$ cat src/rtl/servo_pwm_multi.sv
// servo_pwm_multi: multi-channel servo PWM generator.
// One shared period counter drives CHANNELS pulse outputs. Each channel holds a
// written target width and an active width; the active width is only refreshed
// at the period boundary so a pulse is never cut short or stretched mid-period.
// Optional feature: define SERVO_PWM_SLEW_EN to limit the active-width change
// per period to SLEW_STEP cycles (otherwise active width jumps to target).
module servo_pwm_multi #(
   parameter int CHANNELS      = 4,
   parameter int PERIOD_CYCLES = 1_000_000,
   parameter int MIN_PULSE     = 25_000,
   parameter int MAX_PULSE     = 125_000,
   parameter int POS_W         = 8,
   parameter int SLEW_STEP     = 1_000,
   localparam int CH_W         = (CHANNELS > 1) ? $clog2(CHANNELS) : 1
) (
   input  logic                clk,
   input  logic                rst_n,
   input  logic                en,
   input  logic                wr_en,
   input  logic [CH_W-1:0]     wr_ch,
   input  logic [POS_W-1:0]    wr_pos,
   output logic [CHANNELS-1:0] pwm_out,
   output logic                period_start,
   output logic [CHANNELS-1:0] settled
);

   localparam int W  = $clog2(PERIOD_CYCLES);
   localparam int PW = W + POS_W;

   localparam logic [W-1:0]  LAST_CNT = W'(PERIOD_CYCLES - 1);
   localparam logic [W-1:0]  MIN_W    = W'(MIN_PULSE);
   localparam logic [W-1:0]  CENTER_W = W'(MIN_PULSE + ((MAX_PULSE - MIN_PULSE) >> 1));
   localparam logic [PW-1:0] SPAN     = PW'(MAX_PULSE - MIN_PULSE);

   // Reject parameter sets that cannot produce a meaningful waveform.
   if (CHANNELS < 1 || MIN_PULSE >= MAX_PULSE || MAX_PULSE > PERIOD_CYCLES ||
       SLEW_STEP < 1 || PERIOD_CYCLES < 2) begin : g_bad_params
      $error("servo_pwm_multi: inconsistent parameter set");
   end

   logic [W-1:0] cnt_reg;
   logic [W-1:0] target_w_reg [CHANNELS];
   logic [W-1:0] active_w_reg [CHANNELS];
   logic [W-1:0] active_next  [CHANNELS];
   logic [CHANNELS-1:0] pwm_next;
   logic         boundary;

   // Position-to-width conversion: full-width product, then drop POS_W bits.
   logic [PW-1:0] prod;
   logic [W-1:0]  wr_width;
   assign prod     = SPAN * PW'(wr_pos);
   assign wr_width = MIN_W + W'(prod >> POS_W);

   // Last cycle of an enabled period: active widths are refreshed here.
   assign boundary = en && (cnt_reg == LAST_CNT);

   // Per-channel next active width and comparators.
   for (genvar gi = 0; gi < CHANNELS; gi++) begin : g_ch
`ifdef SERVO_PWM_SLEW_EN
      localparam logic signed [W:0] STEP_POS = (W+1)'(SLEW_STEP);
      localparam logic signed [W:0] STEP_NEG = -STEP_POS;
      logic signed [W:0] diff;
      logic signed [W:0] step;
      logic signed [W:0] sum;
      // Signed distance to target, clamped to +/- SLEW_STEP.
      assign diff = $signed({1'b0, target_w_reg[gi]}) - $signed({1'b0, active_w_reg[gi]});
      assign step = (diff > STEP_POS) ? STEP_POS :
                    (diff < STEP_NEG) ? STEP_NEG : diff;
      assign sum  = $signed({1'b0, active_w_reg[gi]}) + step;
      assign active_next[gi] = sum[W-1:0];
`else
      // No slew limit: jump straight to the target.
      assign active_next[gi] = target_w_reg[gi];
`endif
      assign pwm_next[gi] = en && (cnt_reg < active_w_reg[gi]);
      assign settled[gi]  = (active_w_reg[gi] == target_w_reg[gi]);
   end

   // Shared period counter; held at zero while disabled.
   always_ff @(posedge clk or negedge rst_n) begin
      if (!rst_n) begin
         cnt_reg <= '0;
      end else if (!en) begin
         cnt_reg <= '0;
      end else if (cnt_reg == LAST_CNT) begin
         cnt_reg <= '0;
      end else begin
         cnt_reg <= cnt_reg + W'(1);
      end
   end

   // Target widths take writes at any time; out-of-range channels never match.
   always_ff @(posedge clk or negedge rst_n) begin
      if (!rst_n) begin
         for (int ch = 0; ch < CHANNELS; ch++) begin
            target_w_reg[ch] <= CENTER_W;
         end
      end else if (wr_en) begin
         for (int ch = 0; ch < CHANNELS; ch++) begin
            if (wr_ch == CH_W'(ch)) begin
               target_w_reg[ch] <= wr_width;
            end
         end
      end
   end

   // Active widths change only at the boundary, using pre-write targets.
   always_ff @(posedge clk or negedge rst_n) begin
      if (!rst_n) begin
         for (int ch = 0; ch < CHANNELS; ch++) begin
            active_w_reg[ch] <= CENTER_W;
         end
      end else if (boundary) begin
         for (int ch = 0; ch < CHANNELS; ch++) begin
            active_w_reg[ch] <= active_next[ch];
         end
      end
   end

   // Registered outputs, one cycle behind the counter.
   always_ff @(posedge clk or negedge rst_n) begin
      if (!rst_n) begin
         pwm_out      <= '0;
         period_start <= 1'b0;
      end else begin
         pwm_out      <= pwm_next;
         period_start <= en && (cnt_reg == '0);
      end
   end

endmodule

$ cat config.mk
export PLATFORM = sky130hd
export DESIGN_NAME = servo_pwm_multi
export DESIGN_NICKNAME = d
export VERILOG_FILES = /design/src/rtl/servo_pwm_multi.sv
export SDC_FILE = /design/constraint.sdc
export NUM_CORES = 1
export LEC_CHECK = 0
export BUFFER_PORTS_ARGS = -buffer_cell sky130_fd_sc_hd__buf_2
export CORE_UTILIZATION = 26
export DETAILED_ROUTE_END_ITERATION = 6
export GPL_ROUTABILITY_DRIVEN = 0
export GPL_TIMING_DRIVEN = 0
export HOLD_SLACK_MARGIN = 0.02
export MAX_ROUTING_LAYER = met4
export PLACE_DENSITY = 0.37
export SYNTH_ARGS = -nofsm -noshare
export SYNTH_HDL_FRONTEND = slang
export SYNTH_SLANG_ARGS = --single-unit
export TNS_END_PERCENT = 5
$ cat constraint.sdc
create_clock -name clk -period 2.5 [get_ports clk]
set_input_delay 0.125 -clock clk [delete_from_list [all_inputs] [get_ports clk]]
set_output_delay 0.125 -clock clk [all_outputs]
set_load 0.02 [all_outputs]
==> results of run 1 <==
## power by group through the flow
stage          Clock, W  Sequential [W]  Combinational, W
2_1_floorplan         0         0.00385           0.00245
3_3_place_gp          0         0.00395           0.00434
3_5_place_dp          0         0.00397           0.00434
4_1_cts         0.00288         0.00392           0.00585
5_1_grt         0.00299         0.00400           0.00710
6_report        0.00281         0.00391           0.00658
## through the flow
step	area [sq um]	TNS, ps	utilization [%]	std cells	setup WS [ps]
finish	13200	-46230	33.1	1603	-1270
global route	13200	-55260	33.1	1603	-1390
CTS	12900	-85180	32.2	1599	-1240
detailed placement	11500	-165940	28.7	1539	-2950
global placement	11400	-391390	28.6	1538	-2970
floorplan	10700	-48100	-	991	-1220
## path summary, 6_finish.rpt
check | startpoint | end | cells after the start
setup / recovery | wr_pos[6] | active_next[36] | 16
hold / removal | en | active_w_reg[77] | 3
setup reg to reg | cnt_reg[1] | active_w_reg[29] | 7
hold reg to reg | active_next[65] | active_next[65] | 2
max in group asynchronous | rst_n | active_w_reg[63] | 3
min in group asynchronous | rst_n | cnt_reg[15] | 2
## critical path, cell delays in order
cell	delay, ps
clkbuf_4	160
ha_1	330
ha_1	330
fa_1	570
ha_4	230
ha_4	270
o21a_1	140
o211a_1	260
and2_4	190
o41ai_4	400
o31ai_4	150
or3b_4	410
a21oi_4	210
xnor2_4	140
buf_6	150
o21ai_2	50
## logic make-up (layout without fill, tap and decap cells)
group	after synthesis	in the layout
and+or+nand+nor	201	201
AOI/OAI and AO/OA	174	174
DFF	169	169
adders and majority gates	135	135
xor gates and xnor gates	113	113
buffers and inverters	110	197
muxes	89	89
## timing repair
| action | CTS | global route |
|---|---|---|
| hold endpoints to repair | 53 | 0 |
| gates cloned | 0 | 0 |
| resized for setup | 101 | 93 |
| hold buffers | 1 | 0 |
| buffers inserted | 28 | 4 |
| endpoints found under the setup margin | 133 | 151 |
| pin swaps | 38 | 24 |
## synth_stat cells (all sizes together), types with 3 or more instances
cell      n
dfrtp   105
xnor2    37
and2      4
nor4     21
or3       5
mux2     88
nand3    25
fa       12
nand2    73
xor2     76
a21o     19
and3      8
dfstp    64
o21a      9
o21bai    5
a21oi    29
o211ai    4
o21ai    77
nand4     8
a211o     3
ha      123
a21boi    3
clkbuf   24
nand3b    3
a31oi     6
nor2     36
nand2b    7
inv      86
a211oi    7
nor3      4
## routing by layer
metal  GRT usage [%]  vias to the layer above
li1                -                     3600
met1            22.7                     3609
met2            25.1                       68
met3            1.92                       21
met4            3.68                        0
met5               -                        -
## final cells by class
cell class / count / area, sq um / share of cell area, %
Tap cell: 525 / 657 / 4.97
Buffer: 23 / 93.8 / 0.709
Inverter: 86 / 323 / 2.44
Multi-Input combinational cell: 712 / 6680 / 50.5
Sequential cell: 169 / 4320 / 32.6
Clock inverter: 13 / 170 / 1.29
Timing Repair Buffer: 56 / 546 / 4.12
Clock buffer: 19 / 443 / 3.35
## cell usage in the layout (no fill, tap or decap), types with 5 or more instances in the layout
cell / count
a211oi_1: 5
a21o_1: 18
a21oi_1: 20
a21oi_2: 5
a31oi_1: 5
and3_1: 7
buf_12: 7
buf_2: 18
buf_4: 20
buf_6: 10
clkbuf_1: 20
clkbuf_16: 17
clkinvlp_4: 6
dfrtp_1: 99
dfrtp_2: 6
dfstp_2: 64
fa_1: 10
ha_1: 106
ha_4: 16
inv_1: 83
mux2_2: 88
nand2_1: 70
nand2b_1: 5
nand3_1: 24
nand4_1: 8
nor2_1: 33
nor4_1: 20
o21a_1: 9
o21ai_0: 40
o21ai_1: 22
o21ai_2: 14
xnor2_1: 24
xnor2_2: 6
xnor2_4: 7
xor2_1: 66
xor2_2: 5
xor2_4: 5
==> qor.csv, run 1 <==
stage,metric,value,unit
power_and_ir_drop,leakage,5.91,nW
synthesis,mux cell area share after synthesis,9.48,%
global_routing,GR Util All Layers,16.2,%
synthesis,Cells after Synth,991,
die,chip width,204,um
drt,total number of vias,7298,
die,num ports,23,
layout,fin nets,1214,
cts,clock-pin slew on the worst setup and hold paths,70,ps
layout,Fillers,4016,
synthesis,Most used DFF post-synth,dfrtp_1,
synthesis,Post-Synth Adder-Cell Area,16.8,%
power_and_ir_drop,clock share of power,21.1,%
timing,clock skew,13.7,ps
layout,layout cell share with drive strength beyond 1,32.5,%
synthesis,Mapped Area,10600,sq um
synthesis,Yosys top cell area share,24.9,%
power_and_ir_drop,pwr dens,1010,nW/um^2
drt,Routed met3 length,542,um
drt,DRC,0,
cts,Max H-tree Level,4,
setup_path,Critical Path AT,4120,ps
timing,Final WS setup,-1270,ps
die,Die Height,204,um
setup_path,CP Launch Type,input port,
synthesis,XOR/XNOR Fraction of Synth Area,9.37,%
timing,Relative slew margins,53.0,%
setup_path,CP Data Required Time,2850,ps
timing,final setup fails,58,
drt,DRT Wirelength,31200,um
timing,"Hold Vio Cnt, Final",0,
setup_path,reg2reg setup slack,-10,ps
power_and_ir_drop,Design Power,0.0133,W
power_and_ir_drop,Seq pwr share,29.4,%
global_routing,vias in the first global route,7496,
cts,# clock sinks,169,
synthesis,Synth Warn #,0,
synthesis,largest family of logic cells by synthesized area,adder cells,
global_routing,global-route wire length before repair,47400,um
drt,Met2 Wirelength,14400,um
power_and_ir_drop,Sw Pwr,0.00540,W
timing,fin crit period,3770,ps
synthesis,"flops & latches, synth",169,
die,starting density of the core,26.5,%
power_and_ir_drop,cell internal pwr,0.00790,W
global_routing,initial antenna violation count,1,
timing,Final Slew Violations,0,
cts,Skew-Pair Late Insertion Delay,440,ps
cts,Max Root-Sink Buffers,2,
cts,CTS buffer count,17,
drt,max layer used,met4,
place,I/O Buffers,22,
setup_path,maximum net fanout on the critical path,5,
synthesis,dominant cells by area after synthesis,"dfrtp_1 25%, dfstp_2 16%, ha_1 15%",
synthesis,Simple-Gate Fraction of Synth Area,9.16,%
die,row count,73,
power_and_ir_drop,combinational share of power,49.5,%
outcome,status,"finished, violations left",
synthesis,"EDFF count, synth",0,
layout,Layout area overhead,25.3,%
synthesis,largest area contributor in the netlist,dfrtp_1,
synthesis,Synthesized Nets,1140,
drt,DRT met1 WL,16000,um
timing,fmax,265,MHz
global_routing,grt ovf,0,
min_path,Hold Crit Class,in2reg,
layout,Antenna diodes,0,
setup_path,Worst setup EP type,flop,
outcome,violated checks,setup timing,
cts,root buffer cell,clkbuf_16,
timing,Tcrit/Tclk final,151,%
synthesis,complex-gate fraction of the synthesized area,10.4,%
synthesis,register area share after synthesis,40.8,%
drt,initial drt markers,279,
drt,DR pass1 iterations,5,
drt,Post-DRT Antenna Nets,0,
setup_path,Crit Path Class,in2reg,
power_and_ir_drop,Net Sw Frac,40.6,%
timing,Slew @ Worst Pin,705,ps
power_and_ir_drop,worst vdd ir,0.000597,V
timing,RSZ-0062 raised after global routing,yes,
cts,CTS tree,yes,
synthesis,Syn Area/Cell,10.7,sq um
die,Core Area,39900,sq um
die,die area,41400,sq um
synthesis,Netlist cell types,54,
drt,wire per inst,19.5,um
synthesis,Post-synth ARST share,100,%
timing,Fin Hold WS,217,ps
flow_run,maxcap violations,0,
drt,DR vias/cell,4.55,
global_routing,pin count of the biggest net entering global routing,96,
place,dpl hpwl,22100,um
Note: power is estimated with default switching activity, not from simulation.
==> run 2, diff against run 1 <==
--- a/config.mk
+++ b/config.mk
@@ -6,13 +6,13 @@
 export NUM_CORES = 1
 export LEC_CHECK = 0
 export BUFFER_PORTS_ARGS = -buffer_cell sky130_fd_sc_hd__buf_2
-export CORE_UTILIZATION = 26
+export CORE_UTILIZATION = 55
 export DETAILED_ROUTE_END_ITERATION = 6
 export GPL_ROUTABILITY_DRIVEN = 0
 export GPL_TIMING_DRIVEN = 0
 export HOLD_SLACK_MARGIN = 0.02
 export MAX_ROUTING_LAYER = met4
-export PLACE_DENSITY = 0.37
+export PLACE_DENSITY = 0.68
 export SYNTH_ARGS = -nofsm -noshare
 export SYNTH_HDL_FRONTEND = slang
 export SYNTH_SLANG_ARGS = --single-unit
==> constraint.sdc (replaced) <==
create_clock -name clk -period 2.5 [get_ports clk]
set_input_delay 0.375 -clock clk [delete_from_list [all_inputs] [get_ports clk]]
set_output_delay 0.375 -clock clk [all_outputs]
set_load 0.02 [all_outputs]
==> run 2 against run 1 <==
Effect of this change: the flow still finishes with violations (setup timing); largest cell class unchanged; critical endpoint is now active_next[76]; via count grew 5.9%; cell area shrank 2.7%; global-route usage grew 13 points; combinational power shrank 3%; core utilization grew 35 points; clock skew shrank 4.4 ps.
==> qor.csv, run 2 (synthesis results as in run 1) <==
stage,metric,value,unit
global_routing,pin count of the biggest net entering global routing,115,
timing,"Hold Vio Cnt, Final",0,
timing,Fin Hold WS,440,ps
timing,fin crit period,4050,ps
timing,Tcrit/Tclk final,162,%
timing,clock skew,9.29,ps
setup_path,WP buf/inv,2,
cts,root buffer cell,clkbuf_16,
cts,CTS buffer count,17,
timing,RSZ-0062 raised after global routing,yes,
setup_path,CP Data Required Time,2860,ps
layout,most frequent cells in the layout,"108 x ha_1, 104 x dfrtp_1, 88 x mux2_2, 84 x inv_1, 70 x nand2_1",
drt,wire per inst,20.9,um
setup_path,Crit Path Class,in2reg,
cts,Skew-Pair Late Insertion Delay,440,ps
setup_path,CP Launch Type,input port,
setup_path,CP Depth,16,
cts,Max H-tree Level,4,
cts,Max Root-Sink Buffers,2,
min_path,Hold Crit Class,in2async,
drt,DR pass1 iterations,5,
die,starting density of the core,56.3,%
outcome,status,"finished, violations left",
die,Core Area,18800,sq um
setup_path,cell repeated most along the worst path,ha_1,
global_routing,grt ovf,0,
layout,"most common cell after layout, fill and taps aside",ha_1,
power_and_ir_drop,leakage,5.95,nW
die,row count,50,
setup_path,CP Cell Sequence,clkbuf_4 -> ha_1 -> ha_1 -> fa_1 -> ha_1 -> ha_4 -> o21a_1 -> o211a_1 -> buf_4 -> nand2_1 -> a31oi_1 -> xnor2_2 -> or3b_4 -> a21oi_4 -> xnor2_4 -> o21ai_1,
timing,Slew @ Worst Pin,697,ps
drt,initial drt markers,389,
cts,CTS tree,yes,
setup_path,critical path's slowest cell,fa_1,
cts,# clock sinks,169,
place,dpl cells,1248,
setup_path,maximum net fanout on the critical path,5,
drt,Post-DRT Antenna Nets,0,
layout,Final Cell Area,12900,sq um
drt,DR vias/cell,5.85,
global_routing,vias in the first global route,7478,
setup_path,"CP delay by family, top",adder cells,
power_and_ir_drop,pwr dens,1010,nW/um^2
timing,Final WS setup,-1550,ps
layout,layout cell share with drive strength beyond 1,32.9,%
die,Die Height,141,um
timing,Relative slew margins,53.3,%
timing,Final Slew Violations,0,
setup_path,Worst setup EP type,flop,
timing,fmax,247,MHz
global_routing,GR Util All Layers,29.6,%
layout,Fillers,1411,
global_routing,global-route wire length before repair,41900,um
place,dpl hpwl,18600,um
global_routing,initial antenna violation count,0,
layout,Multi-input gate area,6650,sq um
layout,Non-Filler Instances,1322,
layout,Antenna diodes,0,
die,chip width,141,um
setup_path,R2R depth,6,
layout,fin nets,1224,
drt,DRT Wirelength,27600,um
drt,total number of vias,7730,
timing,final setup fails,60,
place,DP Area,11100,sq um
place,I/O Buffers,22,
layout,Layout area overhead,21.9,%
setup_path,Critical Path AT,4410,ps
drt,DRC,0,
power_and_ir_drop,Design Power,0.0131,W
setup_path,"Largest stage delay, worst path",470,ps
die,die area,19800,sq um
flow_run,maxcap violations,0,
layout,Final Util,68.6,%
outcome,violated checks,setup timing,
power_and_ir_drop,worst vdd ir,0.000734,V
setup_path,reg2reg setup slack,130,ps
layout,Storage cell area,4310,sq um
cts,clock-pin slew on the worst setup and hold paths,70,ps
die,num ports,23,
==> run 2: report_power, final <==
part,switching (W),total (W),internal (W)
Sequential,0.000485,0.00393,0.00344
Combinational,0.00362,0.00640,0.00278
Clock,0.00121,0.00273,0.00152
Total,0.00532,0.0131,0.00774
==> run 2: final timing paths <==
| path | start | to |
|---|---|---|
| setup / recovery | wr_pos[6] | active_next[76] |
| min in group clk | active_next[46] | active_next[46] |
| max in group asynchronous | rst_n | active_w_reg[51] |
| setup reg to reg | cnt_reg[2] | active_w_reg[9] |
| hold reg to reg | active_next[46] | active_next[46] |
| hold / removal | rst_n | active_next[15] |
==> run 2: area by class of cell <==
type	instances	share of cell area (%)
Sequential cell	169	33.5
Timing Repair Buffer	66	4.71
Buffer	23	0.758
Clock buffer	18	3.41
Clock inverter	14	1.25
Multi-Input combinational cell	712	51.6
Inverter	86	2.51
Tap cell	234	2.27
==> run 2: repair_timing <==
item | 4_1_cts | 5_1_grt
gates resized for setup | 119 | 73
buffers inserted | 28 | 14
pin swaps | 39 | 35
hold buffers | 1 | 0
endpoints found under the setup margin | 132 | 137
endpoints found under the hold margin | 34 | 0
==> run 2: per-stage QoR <==
step	setup WS [ps]	TNS, ps
detailed placement	-2840	-150910
finish	-1550	-65940
global placement	-2740	-347020
global route	-1640	-71550
floorplan	-1470	-62940
CTS	-1460	-64550
==> run 2: worst register-to-register path: cells and delay by family, from the launching register on <==
| family | cells | cell delay (ps) |
|---|---|---|
| and+or+nand+nor | 4 | 1000 |
| DFF | 1 | 640 |
| muxes | 1 | 320 |
| buffers and inverters | 1 | 300 |
==> run 2: routing by layer <==
metal	track usage [%]	vias up	part of all wire, %
li1	-	3616	-
met1	38.4	3861	44
met2	46.8	188	48
met3	5.06	65	4.2
met4	10.5	0	3.5
met5	-	-	0
==> run 3, diff against run 2 <==
--- a/config.mk
+++ b/config.mk
@@ -13,6 +13,8 @@
 export HOLD_SLACK_MARGIN = 0.02
 export MAX_ROUTING_LAYER = met4
 export PLACE_DENSITY = 0.68
+export SETUP_SLACK_MARGIN = 0.5
+export SLEW_MARGIN = 40
 export SYNTH_ARGS = -nofsm -noshare
 export SYNTH_HDL_FRONTEND = slang
 export SYNTH_SLANG_ARGS = --single-unit
==> run 3 against run 2 <==
Effect of this change: global-route usage is 1.1 points higher; sequential share of layout area shrank 0.79 points; the run still ends with setup timing left; critical path depth fell by 1; largest cell class unchanged; critical endpoint is now active_next[16].
==> qor.csv, run 3 (synthesis results as in run 1) <==
stage,metric,value,unit
setup_path,critical path's slowest cell,fa_1,
drt,DR pass1 iterations,5,
die,row count,50,
die,starting density of the core,56.3,%
setup_path,cell repeated most along the worst path,ha_4,
cts,# clock sinks,169,
setup_path,CP Launch Type,input port,
cts,root buffer cell,clkbuf_16,
timing,final setup fails,60,
timing,Relative slew margins,43.1,%
setup_path,maximum net fanout on the critical path,6,
die,chip width,141,um
min_path,Hold Crit Class,in2async,
global_routing,initial antenna violation count,0,
layout,Layout area overhead,25.5,%
cts,Skew-Pair Late Insertion Delay,450,ps
drt,DRT Wirelength,27800,um
setup_path,R2R depth,7,
power_and_ir_drop,pwr dens,953,nW/um^2
drt,total number of vias,7638,
global_routing,GR Util All Layers,30.6,%
global_routing,grt ovf,0,
power_and_ir_drop,leakage,6.20,nW
layout,Final Util,70.6,%
outcome,violated checks,setup timing,
timing,RSZ-0062 raised after global routing,yes,
drt,Post-DRT Antenna Nets,0,
layout,Storage cell area,4330,sq um
layout,"most common cell after layout, fill and taps aside",ha_1,
setup_path,FF-to-FF End,active_w_reg[68],
drt,DR vias/cell,5.83,
cts,CTS buffer count,17,
timing,Final Slew Violations,0,
die,Die Height,141,um
die,num ports,23,
layout,Antenna diodes,0,
drt,DRC,0,
timing,fin crit period,4000,ps
setup_path,"Largest stage delay, worst path",550,ps
power_and_ir_drop,worst vdd ir,0.000744,V
layout,fin nets,1212,
layout,Multi-input gate area,6970,sq um
timing,"Hold Vio Cnt, Final",0,
layout,Non-Filler Instances,1310,
place,dpl cells,1249,
outcome,status,"finished, violations left",
layout,layout cell share with drive strength beyond 1,34.7,%
timing,Final WS setup,-1500,ps
global_routing,pin count of the biggest net entering global routing,79,
place,dpl hpwl,18400,um
flow_run,maxcap violations,0,
setup_path,CP Cell Sequence,buf_8 -> ha_4 -> fa_1 -> fa_1 -> ha_4 -> ha_4 -> a2111oi_4 -> o21ai_2 -> and2_4 -> o41ai_4 -> o31ai_4 -> or3b_4 -> a21oi_4 -> xnor2_4 -> o21ai_1,
die,Core Area,18800,sq um
layout,most frequent cells in the layout,"104 x ha_1, 90 x dfrtp_1, 84 x inv_1, 73 x mux2_4, 70 x xor2_1",
setup_path,Worst setup EP type,flop,
setup_path,Crit Path Class,in2reg,
cts,CTS tree,yes,
timing,Slew @ Worst Pin,850,ps
setup_path,CP Data Required Time,2870,ps
global_routing,vias in the first global route,7739,
timing,clock skew,9.06,ps
timing,Tcrit/Tclk final,160,%
layout,Fillers,1312,
timing,fmax,250,MHz
setup_path,R2R Path Start,cnt_reg[1],
cts,Max H-tree Level,4,
setup_path,reg2reg setup slack,120,ps
cts,Max Root-Sink Buffers,2,
cts,clock-pin slew on the worst setup and hold paths,70,ps
drt,wire per inst,21.2,um
setup_path,Critical Path AT,4360,ps
die,die area,19800,sq um
global_routing,global-route wire length before repair,43400,um
place,I/O Buffers,22,
drt,initial drt markers,505,
## run 3: worst max-delay path, delay by kind of cell
| family | cells | cell delay [ps] |
|---|---|---|
| AO/OA/AOI/OAI | 6 | 1290 |
| buffers and inverters | 1 | 100 |
| XOR/XNOR | 1 | 200 |
| adder cells (fa/ha/maj) | 5 | 1780 |
| AND/OR/NAND/NOR | 2 | 610 |
## run 3: layout make-up
type                    instances  area share [%]
multi-input cells             712            52.6
flip-flops and latches        169            32.7
repair buffers                 53            3.61
clock buffers                  17            3.21
inverters                      86            2.44
well taps                     234            2.21
plain buffers                  24            1.89
clock inverters                15            1.34
## run 3: what timing repair did
action                                  in CTS  in global routing
hold buffers                                 1                  0
pin swaps                                   68                 44
endpoints found under the hold margin       20                  0
endpoints found under the setup margin     165                165
resized for setup                          216                 91
setup buffers                               21                  7
## run 3: metal layers
| layer | share of wire (%) | wire length [um] | global-route usage [%] |
|---|---|---|---|
| met1 | 46 | 12700 | 39.7 |
| met2 | 48 | 13400 | 49.4 |
| met3 | 3.3 | 923 | 4.68 |
| met4 | 2.6 | 719 | 10.1 |
| met5 | 0 | 0 | - |
## run 3: worst max-delay path by stage
stage	start	to	slack, ps	depth (start not counted)
2_1_floorplan	wr_pos[2]	active_next[16]	-1470	16
3_3_place_gp	wr_pos[4]	active_next[53]	-2730	15
3_5_place_dp	wr_pos[6]	active_next[74]	-2520	17
4_1_cts	wr_pos[3]	active_next[16]	-1420	15
5_1_grt	wr_pos[3]	active_next[76]	-1620	15
6_report	wr_pos[3]	active_next[16]	-1500	15
## run 3: power by group
part           internal [W]  switching [W]
Clock               0.00151        0.00125
Sequential          0.00344       0.000512
Combinational       0.00252        0.00339
## run 3: metrics by stage
step / area, sq um / total power (W) / worst slack [ps] / hold WS (ps) / setup TNS, ps
after global routing: 13200 / 0.0131 / -1620 / 379 / -70320
after CTS: 12900 / 0.0120 / -1420 / 347 / -61530
after detailed placement: 11200 / 0.00798 / -2520 / 226 / -135380
after global placement: 11100 / 0.00780 / -2730 / 466 / -347460
final: 13200 / 0.0126 / -1500 / 349 / -63770
after floorplan: 10700 / 0.00630 / -1470 / 79.4 / -62940
